==> src/rtl/spi_cfg_master_if.sv <==
// spi_cfg_master_if
//   Bundles the request/config handshake, readback strobe and SPI pins of
//   the CC3200 config/readback master.
//   master modport: the SPI master's view (drives SPI pins, status, readback).
//   slave  modport: the requester/link-partner view (drives Start/config, MISO).
interface spi_cfg_master_if;
  logic       Start;
  logic [1:0] Zoom;
  logic [5:0] Gain;
  logic [7:0] Line_Num;
  logic       Busy;
  logic       Done;
  logic       SPI_CLK;
  logic       SPI_CS;
  logic       SPI_MOSI;
  logic       SPI_MISO;
  logic       Envelop;
  logic [7:0] Rd_Data;
  logic       Rd_Valid;
  logic [8:0] Rd_Index;

  modport master (
    input  Start, Zoom, Gain, Line_Num, SPI_MISO,
    output Busy, Done, SPI_CLK, SPI_CS, SPI_MOSI, Envelop,
           Rd_Data, Rd_Valid, Rd_Index
  );

  modport slave (
    output Start, Zoom, Gain, Line_Num, SPI_MISO,
    input  Busy, Done, SPI_CLK, SPI_CS, SPI_MOSI, Envelop,
           Rd_Data, Rd_Valid, Rd_Index
  );
endinterface

==> src/rtl/spi_cfg_master.sv <==
// spi_cfg_master
//   SPI master for the CC3200 config/readback link. One transaction is an
//   Envelop strobe, a dummy frame, two config frames ({Zoom,Gain}, Line_Num)
//   and NUM_READ readback frames; every frame is 8 bits, MSB first.
// Ports
//   Clk  : system clock, all logic on posedge
//   Rst  : synchronous active-high reset
//   bus  : spi_cfg_master_if.master -- Start/Zoom/Gain/Line_Num in,
//          Busy/Done status, SPI_CLK/SPI_CS/SPI_MOSI out, SPI_MISO in,
//          Envelop strobe, Rd_Data/Rd_Valid/Rd_Index readback
//
// state | meaning
// ------+--------------------------------------------------------------
// IDLE  | waiting for Start, all SPI pins idle
// ENV   | Envelop high for CLK_DIV cycles, CS high
// GAP   | CS high for CS_GAP cycles before each frame
// SHIFT | CS low, 17 half-periods: low lead-in, 8 clocks, low trailer
// FIN   | Done pulse cycle, Busy already low, Start ignored
module spi_cfg_master #(
  parameter int CLK_DIV  = 4,
  parameter int CS_GAP   = 4,
  parameter int NUM_READ = 256
) (
  input  logic Clk,
  input  logic Rst,
  spi_cfg_master_if.master bus
);

  localparam int CNT_MAX = (CLK_DIV > CS_GAP) ? CLK_DIV : CS_GAP;
  localparam int CW      = $clog2(CNT_MAX);
  localparam logic [9:0] LAST_FRAME = 10'(NUM_READ + 2);

  typedef enum logic [2:0] {IDLE, ENV, GAP, SHIFT, FIN} state_t;

  state_t        state;
  logic [CW-1:0] cnt;
  logic [4:0]    half;
  logic [9:0]    frame;
  logic [15:0]   cfg;
  logic [6:0]    tx_sr;
  logic [6:0]    rx_sr;
  logic [7:0]    tx_byte;

  logic       sclk_q, cs_q, mosi_q, env_q, busy_q, done_q, rdv_q;
  logic [7:0] rd_data_q;
  logic [8:0] rd_index_q;

  assign bus.SPI_CLK  = sclk_q;
  assign bus.SPI_CS   = cs_q;
  assign bus.SPI_MOSI = mosi_q;
  assign bus.Envelop  = env_q;
  assign bus.Busy     = busy_q;
  assign bus.Done     = done_q;
  assign bus.Rd_Valid = rdv_q;
  assign bus.Rd_Data  = rd_data_q;
  assign bus.Rd_Index = rd_index_q;

  always_comb begin
    tx_byte = 8'h00;
    case (frame)
      10'd1:   tx_byte = cfg[15:8];
      10'd2:   tx_byte = cfg[7:0];
      default: tx_byte = 8'h00;
    endcase
  end

  always_ff @(posedge Clk) begin
    if (Rst) begin
      state      <= IDLE;
      cnt        <= '0;
      half       <= '0;
      frame      <= '0;
      cfg        <= '0;
      tx_sr      <= '0;
      rx_sr      <= '0;
      sclk_q     <= 1'b0;
      cs_q       <= 1'b1;
      mosi_q     <= 1'b0;
      env_q      <= 1'b0;
      busy_q     <= 1'b0;
      done_q     <= 1'b0;
      rdv_q      <= 1'b0;
      rd_data_q  <= '0;
      rd_index_q <= '0;
    end else begin
      done_q <= 1'b0;
      rdv_q  <= 1'b0;
      case (state)
        IDLE: begin
          if (bus.Start) begin
            cfg    <= {bus.Zoom, bus.Gain, bus.Line_Num};
            busy_q <= 1'b1;
            env_q  <= 1'b1;
            cnt    <= CW'(CLK_DIV - 1);
            state  <= ENV;
          end
        end
        ENV: begin
          if (cnt == '0) begin
            env_q <= 1'b0;
            frame <= '0;
            cnt   <= CW'(CS_GAP - 1);
            state <= GAP;
          end else begin
            cnt <= cnt - 1'b1;
          end
        end
        GAP: begin
          if (cnt == '0) begin
            cs_q   <= 1'b0;
            mosi_q <= tx_byte[7];
            tx_sr  <= tx_byte[6:0];
            rx_sr  <= '0;
            half   <= 5'd1;
            cnt    <= CW'(CLK_DIV - 1);
            state  <= SHIFT;
          end else begin
            cnt <= cnt - 1'b1;
          end
        end
        SHIFT: begin
          if (cnt != '0) begin
            cnt <= cnt - 1'b1;
          end else begin
            cnt <= CW'(CLK_DIV - 1);
            // Odd half-periods from 3 on are the low phases after a falling
            // edge; MISO is taken on their last cycle.
            if (half[0] && half != 5'd1)
              rx_sr <= {rx_sr[5:0], bus.SPI_MISO};
            if (half == 5'd17) begin
              cs_q   <= 1'b1;
              mosi_q <= 1'b0;
              sclk_q <= 1'b0;
              half   <= '0;
              if (frame >= 10'd3) begin
                rdv_q      <= 1'b1;
                rd_data_q  <= {rx_sr, bus.SPI_MISO};
                rd_index_q <= 9'(frame - 10'd3);
              end
              if (frame == LAST_FRAME) begin
                done_q <= 1'b1;
                busy_q <= 1'b0;
                state  <= FIN;
              end else begin
                frame <= frame + 10'd1;
                cnt   <= CW'(CS_GAP - 1);
                state <= GAP;
              end
            end else begin
              half   <= half + 5'd1;
              // Leaving an odd half enters a high phase; leaving an even
              // half is a falling edge, where MOSI moves to the next bit.
              sclk_q <= half[0];
              if (!half[0]) begin
                mosi_q <= tx_sr[6];
                tx_sr  <= {tx_sr[5:0], 1'b0};
              end
            end
          end
        end
        FIN: begin
          state <= IDLE;
        end
        default: state <= IDLE;
      endcase
    end
  end

endmodule

==> src/flat_wrapper.sv <==
// flat-port wrapper written by rule: the top's interface ports become plain ports
module spi_cfg_master_flat 
#(
  parameter int CLK_DIV  = 4,
  parameter int CS_GAP   = 4,
  parameter int NUM_READ = 256
)
  (Clk, Rst, bus_Start, bus_Zoom, bus_Gain, bus_Line_Num, bus_SPI_MISO, bus_Busy, bus_Done, bus_SPI_CLK, bus_SPI_CS, bus_SPI_MOSI, bus_Envelop, bus_Rd_Data, bus_Rd_Valid, bus_Rd_Index);
  spi_cfg_master_if bus_i ();
  input  logic Clk;
  input  logic Rst;
  input wire logic [$bits(bus_i.Start)-1:0] bus_Start;
  input wire logic [$bits(bus_i.Zoom)-1:0] bus_Zoom;
  input wire logic [$bits(bus_i.Gain)-1:0] bus_Gain;
  input wire logic [$bits(bus_i.Line_Num)-1:0] bus_Line_Num;
  input wire logic [$bits(bus_i.SPI_MISO)-1:0] bus_SPI_MISO;
  output wire logic [$bits(bus_i.Busy)-1:0] bus_Busy;
  output wire logic [$bits(bus_i.Done)-1:0] bus_Done;
  output wire logic [$bits(bus_i.SPI_CLK)-1:0] bus_SPI_CLK;
  output wire logic [$bits(bus_i.SPI_CS)-1:0] bus_SPI_CS;
  output wire logic [$bits(bus_i.SPI_MOSI)-1:0] bus_SPI_MOSI;
  output wire logic [$bits(bus_i.Envelop)-1:0] bus_Envelop;
  output wire logic [$bits(bus_i.Rd_Data)-1:0] bus_Rd_Data;
  output wire logic [$bits(bus_i.Rd_Valid)-1:0] bus_Rd_Valid;
  output wire logic [$bits(bus_i.Rd_Index)-1:0] bus_Rd_Index;
  assign bus_i.Start = bus_Start;
  assign bus_i.Zoom = bus_Zoom;
  assign bus_i.Gain = bus_Gain;
  assign bus_i.Line_Num = bus_Line_Num;
  assign bus_i.SPI_MISO = bus_SPI_MISO;
  assign bus_Busy = bus_i.Busy;
  assign bus_Done = bus_i.Done;
  assign bus_SPI_CLK = bus_i.SPI_CLK;
  assign bus_SPI_CS = bus_i.SPI_CS;
  assign bus_SPI_MOSI = bus_i.SPI_MOSI;
  assign bus_Envelop = bus_i.Envelop;
  assign bus_Rd_Data = bus_i.Rd_Data;
  assign bus_Rd_Valid = bus_i.Rd_Valid;
  assign bus_Rd_Index = bus_i.Rd_Index;
  spi_cfg_master #(.CLK_DIV(CLK_DIV), .CS_GAP(CS_GAP), .NUM_READ(NUM_READ)) u_core (.Clk(Clk), .Rst(Rst), .bus(bus_i));
endmodule
==> config.mk <==
export PLATFORM = sky130hd
export DESIGN_NAME = spi_cfg_master_flat
export DESIGN_NICKNAME = d
export VERILOG_FILES = /design/src/rtl/spi_cfg_master_if.sv /design/src/rtl/spi_cfg_master.sv /design/src/flat_wrapper.sv
export SDC_FILE = /design/constraint.sdc
export NUM_CORES = 1
export LEC_CHECK = 0
export ABC_AREA = 1
export BUFFER_PORTS_ARGS = -buffer_cell sky130_fd_sc_hd__buf_4
export CORE_UTILIZATION = 57
export DETAILED_ROUTE_END_ITERATION = 10
export PLACE_DENSITY = 0.78
export RECOVER_POWER = 50
export REMOVE_ABC_BUFFERS = 1
export SLEW_MARGIN = 30
export SYNTH_ARGS = -nofsm -noshare
export SYNTH_HDL_FRONTEND = slang
export SYNTH_SLANG_ARGS = --single-unit
==> constraint.sdc <==
create_clock -name Clk -period 3.74 [get_ports Clk]
set_input_delay 0.374 -clock Clk [delete_from_list [all_inputs] [get_ports Clk]]
set_output_delay 0.374 -clock Clk [all_outputs]
set_load 0.01 [all_outputs]
* Word level (Yosys, flattened, before mapping) *
Index checks and enable logic that the tools add are counted.

word-level totals
  bits in latches = 0
  memory bits (writable) = 0
  output and inout port bits = 24
  flip-flop bits (word level) = 74
  input port bits = 20
  memories = 0
  bits in read-only memories = 0

cells by class
  $lt $le $gt $ge = 1
  mux-type cells = 48
  equality and inequality tests = 19
  $mul = 0
  add/subtract/negate cells = 4
  shift-type cells = 0
  reduce and logical (&&, ||, !) cells = 24
  div/mod/pow operators = 0
  bitwise logic cells = 3

operator list
  cell                     number
  $mux W7                  7
  $mux W10                 4
  $pmux W7 S2              2
  $pmux W10 S2             1
  $reduce_and A5 Y1        4
  $mux W3                  6
  $pmux W8 S2              1
  $reduce_and A4 Y1        4
  $mux W5                  3
  $mux W1                  14
  $pmux W3 S4              1
  $add A10 B1 Y10 const B  1
  $eq A10 B1 Y1 const B    1
  $eq A10 B2 Y1 const B    1
  $eq A10 B9 Y1 const B    1
  $ge A10 B2 Y1 const B    1
  $ne A2 B1 Y1 const B     5
  $ne A2 B2 Y1 const B     5
  $pmux W5 S2              1
  $reduce_bool A2 Y1       5
  $sub A9 B2 Y9 const B    1
  $pmux W1 S2              4
  $eq A3 B2 Y1 const B     2
  $mux W2                  3
  16 further kinds         21

* Logic depth before layout (Yosys ltp) *
  depth in word-level cells = 5
  mapped depth = 11

* Worst setup path before layout *
No wires, ideal clock.

  path type = register to register
  start = reg u_core.cnt[0]
  end = reg u_core.rd_index_q[8] (netlist: u_core.bus.Rd_Index[8])
  setup slack = 2,277 ps
  data arrival time = 1,350 ps
  path buffers = 1
  period minus slack after synthesis = 1,463 ps
  stages on the path, launching flop included = 11
  cell sequence = dfxtp_1 inv_1 ha_1 nand4_2 inv_1 nand2_1 nor2_2 buf_6 nand3_1 nand2_1 nor2_1

between the ends
  word-level cells in the longest chain between the ends = 3

RTL lines
  item                                RTL line               text
  start: declaration                  spi_cfg_master.sv:36   logic [CW-1:0] cnt;
  start signal: assignment            spi_cfg_master.sv:94   cnt <= CW'(CLK_DIV - 1);
  start signal: assignment            spi_cfg_master.sv:102  cnt <= CW'(CS_GAP - 1);
  start signal: assignment            spi_cfg_master.sv:105  cnt <= cnt - 1'b1;
  $reduce_bool A2 Y1                  spi_cfg_master.sv:122  if (cnt != '0) begin
  $not A1 Y1 (no source line)         --
  $reduce_and A4 Y1 (no source line)  --
  end signal: assignment              spi_cfg_master.sv:138  rd_index_q <= 9'(frame - 10'd3);
  end: declaration                    spi_cfg_master.sv:46   logic [8:0] rd_index_q;

No other way between the ends.
A chain may end at the register's enable or synchronous reset.

* Final worst setup path *
  start = reg u_core.state[0]
  end = reg u_core.rd_index_q[7] (netlist: u_core.bus.Rd_Index[7])

between the ends
  word-level cells in the longest chain between the ends = 2

RTL lines
  item                                RTL line               text
  start: declaration                  spi_cfg_master.sv:35   state_t state;
  start signal: assignment            spi_cfg_master.sv:69   state <= IDLE;
  start signal: assignment            spi_cfg_master.sv:95   state <= ENV;
  start signal: assignment            spi_cfg_master.sv:103  state <= GAP;
  $eq A3 B2 Y1                        spi_cfg_master.sv:88   case (state)
  $reduce_and A4 Y1 (no source line)  --

No other way between the ends.

==> metrics <==
commonest non-fill, non-tap cells in the layout=114 x nor2_1, 93 x nand2_1, 74 x dfxtp_1, 61 x inv_1, 57 x o21ai_0; H-tree lvl count=3; Buf/Inv on CP=1; drt initial violations=between 200 and 250; Die Wd=between 80 and 90 microns; Slew Viols, Final=0; gr ovfl total=0; final-report hold violation count=0; Die H=81.93 microns; DR WL met2=3989 microns; Die Area=around 6700 sq um; critical path peak fanout=20; clk slew on worst S/H paths=approximately 0.08 ns; hpwl dp=around 5700 microns; Post-Synthesis Cell Area=3641 sq um; Power per Cell Area=about 530 nW/um^2; clk_lat worst skew=0.35 ns; syn_area_per_cell=6.857 sq um; Setup Buffers After CTS=0; met1 WL=approximately 3700 microns; relative slew slack=around a third; unrepaired setup endpoints after global routing=false; FMAX=between 300 and 400 MHz; initial antenna violation count=0; vias post-DR=~3500; first-pass GRT wire length=13940 microns; Leak=1.718 nW; CP top delay family=simple AND/OR/NAND/NOR gates; critical path's slowest cell=nor2_1; FILL cells=around 560; HP Class=in -> reg; antenna fix cells=0; I/O Pins=44; setup TNS=0 ns; DR top layer=met4; setup violators final=0; register area share after synthesis=around two fifths; starting density of the core=between 60 and 70%; Worst setup EP type=register; layout cells sized above 1=between 10% and 20%; cts hold-fix bufs=0; status=finished clean; period utilization=about three quarters; post-CTS resize count=0; Root Driver=clkbuf_8; crit path cell chain=inv_1, nor2_1, nand2_1, nor2_2, nand3_1, nand2_1, nor2_1; Tmin final=between 2 and 3 ns; Tightest Pin Transition=slightly above 1 ns; Worst path max stage delay=0.77 ns; Arr. time, crit path=3.01 ns; 1st-pass router iterations=5; I/O Buffers=43; deepest clock path buffer count=2; Vias/cell=5.353; WL/cell=between 10 and 15 microns; WP data required=3.99 ns; area grow syn2layout=10.58%; DRC=0; CTS buffer count=9; ANT nets after route=0; gr usage total=between 20% and 30%; synth warn=0; Peak VDD IR=approximately 0.34 mV; post-synthesis register bit count=74; wire length on met3=around 420 microns; Netlist cell types=33; Hold WS=approximately 0.24 ns; Gate Count Post-Synth=between 500 and 600; CTS tree=built; Synth async-reset ratio=0%; number of global-route vias before repair=3132; CTS Sinks=74; Crit Path Class=reg -> reg; commonest non-fill, non-tap cell in the layout=nor2_1; area of the core=6026 sq um; fin nets=roughly 600; FP Rows=28; Routed WL=between 8000 and 9000 microns; Worst Skew=between 0.005 and 0.006 ns; pin count of the biggest net entering global routing=45; Startpoint Class=register; Max-Cap Viols=0; Most used DFF post-synth=dfxtp_1; RePlAce Congestion=0.8331; EDFF count, synth=0
[logic make-up (layout without fill, tap and decap cells)]
family / Yosys count / in the layout / share of synthesized area, %
compound gates: 99 / 99 / 14.23
buf+inv: 83 / 125 / 10.21
simple gates: 267 / 267 / 32.34
fa+ha+maj: 6 / 6 / 2.062
xor+xnor: 2 / 2 / 0.4812
flops: 74 / 74 / 40.69
[cell usage after synthesis, types with 3 or more instances]
master | number | area [sq um]
inv_2 | 7 | 26.28
a21oi_1 | 30 | 150.1
o21ai_0 | 56 | 280.3
buf_2 | 3 | 15.01
buf_6 | 7 | 78.83
clkbuf_1 | 6 | 22.52
inv_1 | 59 | 221.5
nor2_2 | 6 | 37.54
nand2_2 | 5 | 31.28
nor3_1 | 4 | 20.02
ha_1 | 6 | 75.07
nor2_1 | 111 | 416.7
nand2_1 | 93 | 349.1
o21ai_1 | 7 | 35.03
dfxtp_1 | 74 | 1481
nor2_4 | 7 | 78.83
nand3_1 | 34 | 170.2
[final timing paths]
| check | start | end | slack (ns) | depth (start not counted) |
|---|---|---|---|---|
| hold / removal | bus_Zoom[0] | u_core.cfg[14] | 0.24 | 3 |
| setup / recovery | u_core.state[0] | u_core.bus.Rd_Index[7] | 0.98 | 7 |
| hold reg to reg | u_core.cfg[4] | u_core.cfg[4] | 0.46 | 2 |
| setup reg to reg | u_core.state[0] | u_core.bus.Rd_Index[7] | 0.98 | 7 |
[tightest hold or removal path: cells and delay by family]
kind | cells | cell delay, ns
buffers and inverters | 1 | 0.08
and+or+nand+nor | 2 | 0.11
[power breakdown]
| group | switching [mW] | total [mW] | internal [mW] |
|---|---|---|---|
| Combinational | 0.353 | 0.520 | 0.168 |
| Sequential | 0.0767 | 0.985 | 0.909 |
| Clock | 0.293 | 0.613 | 0.320 |
[routing by layer]
layer / GRT usage (%) / vias up
met5: 0 / -
met1: 33.01 / 1599
met3: 5.556 / 13
met2: 47.36 / 95
met4: 9.123 / 0
li1: - / 1762
[layout make-up]
class,count,area (sq um),share of cell area [%]
clock buffers,10,137.6,3.418
clock inverters,5,55.05,1.367
inverters,66,247.7,6.153
multi-input cells,374,1770,43.97
flip-flops and latches,74,1481,36.79
well taps,75,93.84,2.331
repair buffers,44,240.2,5.966
[state kept, by name, summed over array words and instances, names as in the netlist]
name                 cells
u_core.bus.Rd_Valid      1
u_core.cnt               2
u_core.bus.Done          1
u_core.state             3
u_core.bus.Envelop       1
u_core.bus.SPI_CS        1
u_core.cfg              16
u_core.bus.Busy          1
u_core.bus.SPI_CLK       1
u_core.bus.Rd_Index      9
u_core.half              5
u_core.bus.Rd_Data       8
u_core.bus.SPI_MOSI      1
u_core.rx_sr             7
u_core.tx_sr             7
u_core.frame            10
[per-stage QoR]
step | util, % | area [sq um] | cells | power [mW] | worst slack [ns]
global route | 66.82 | 4026 | 648 | 2.254 | 0.7390
global placement | 65.41 | 3941 | 633 | 1.516 | 1.599
floorplan | - | 3517 | 514 | 1.384 | 2.038
detailed placement | 65.41 | 3941 | 633 | 1.538 | 1.542
finish | 66.82 | 4026 | 648 | 2.119 | 0.9805
CTS | 68.60 | 4134 | 648 | 2.146 | 1.541
No activity file was read; power rests on OpenSTA's default activity.
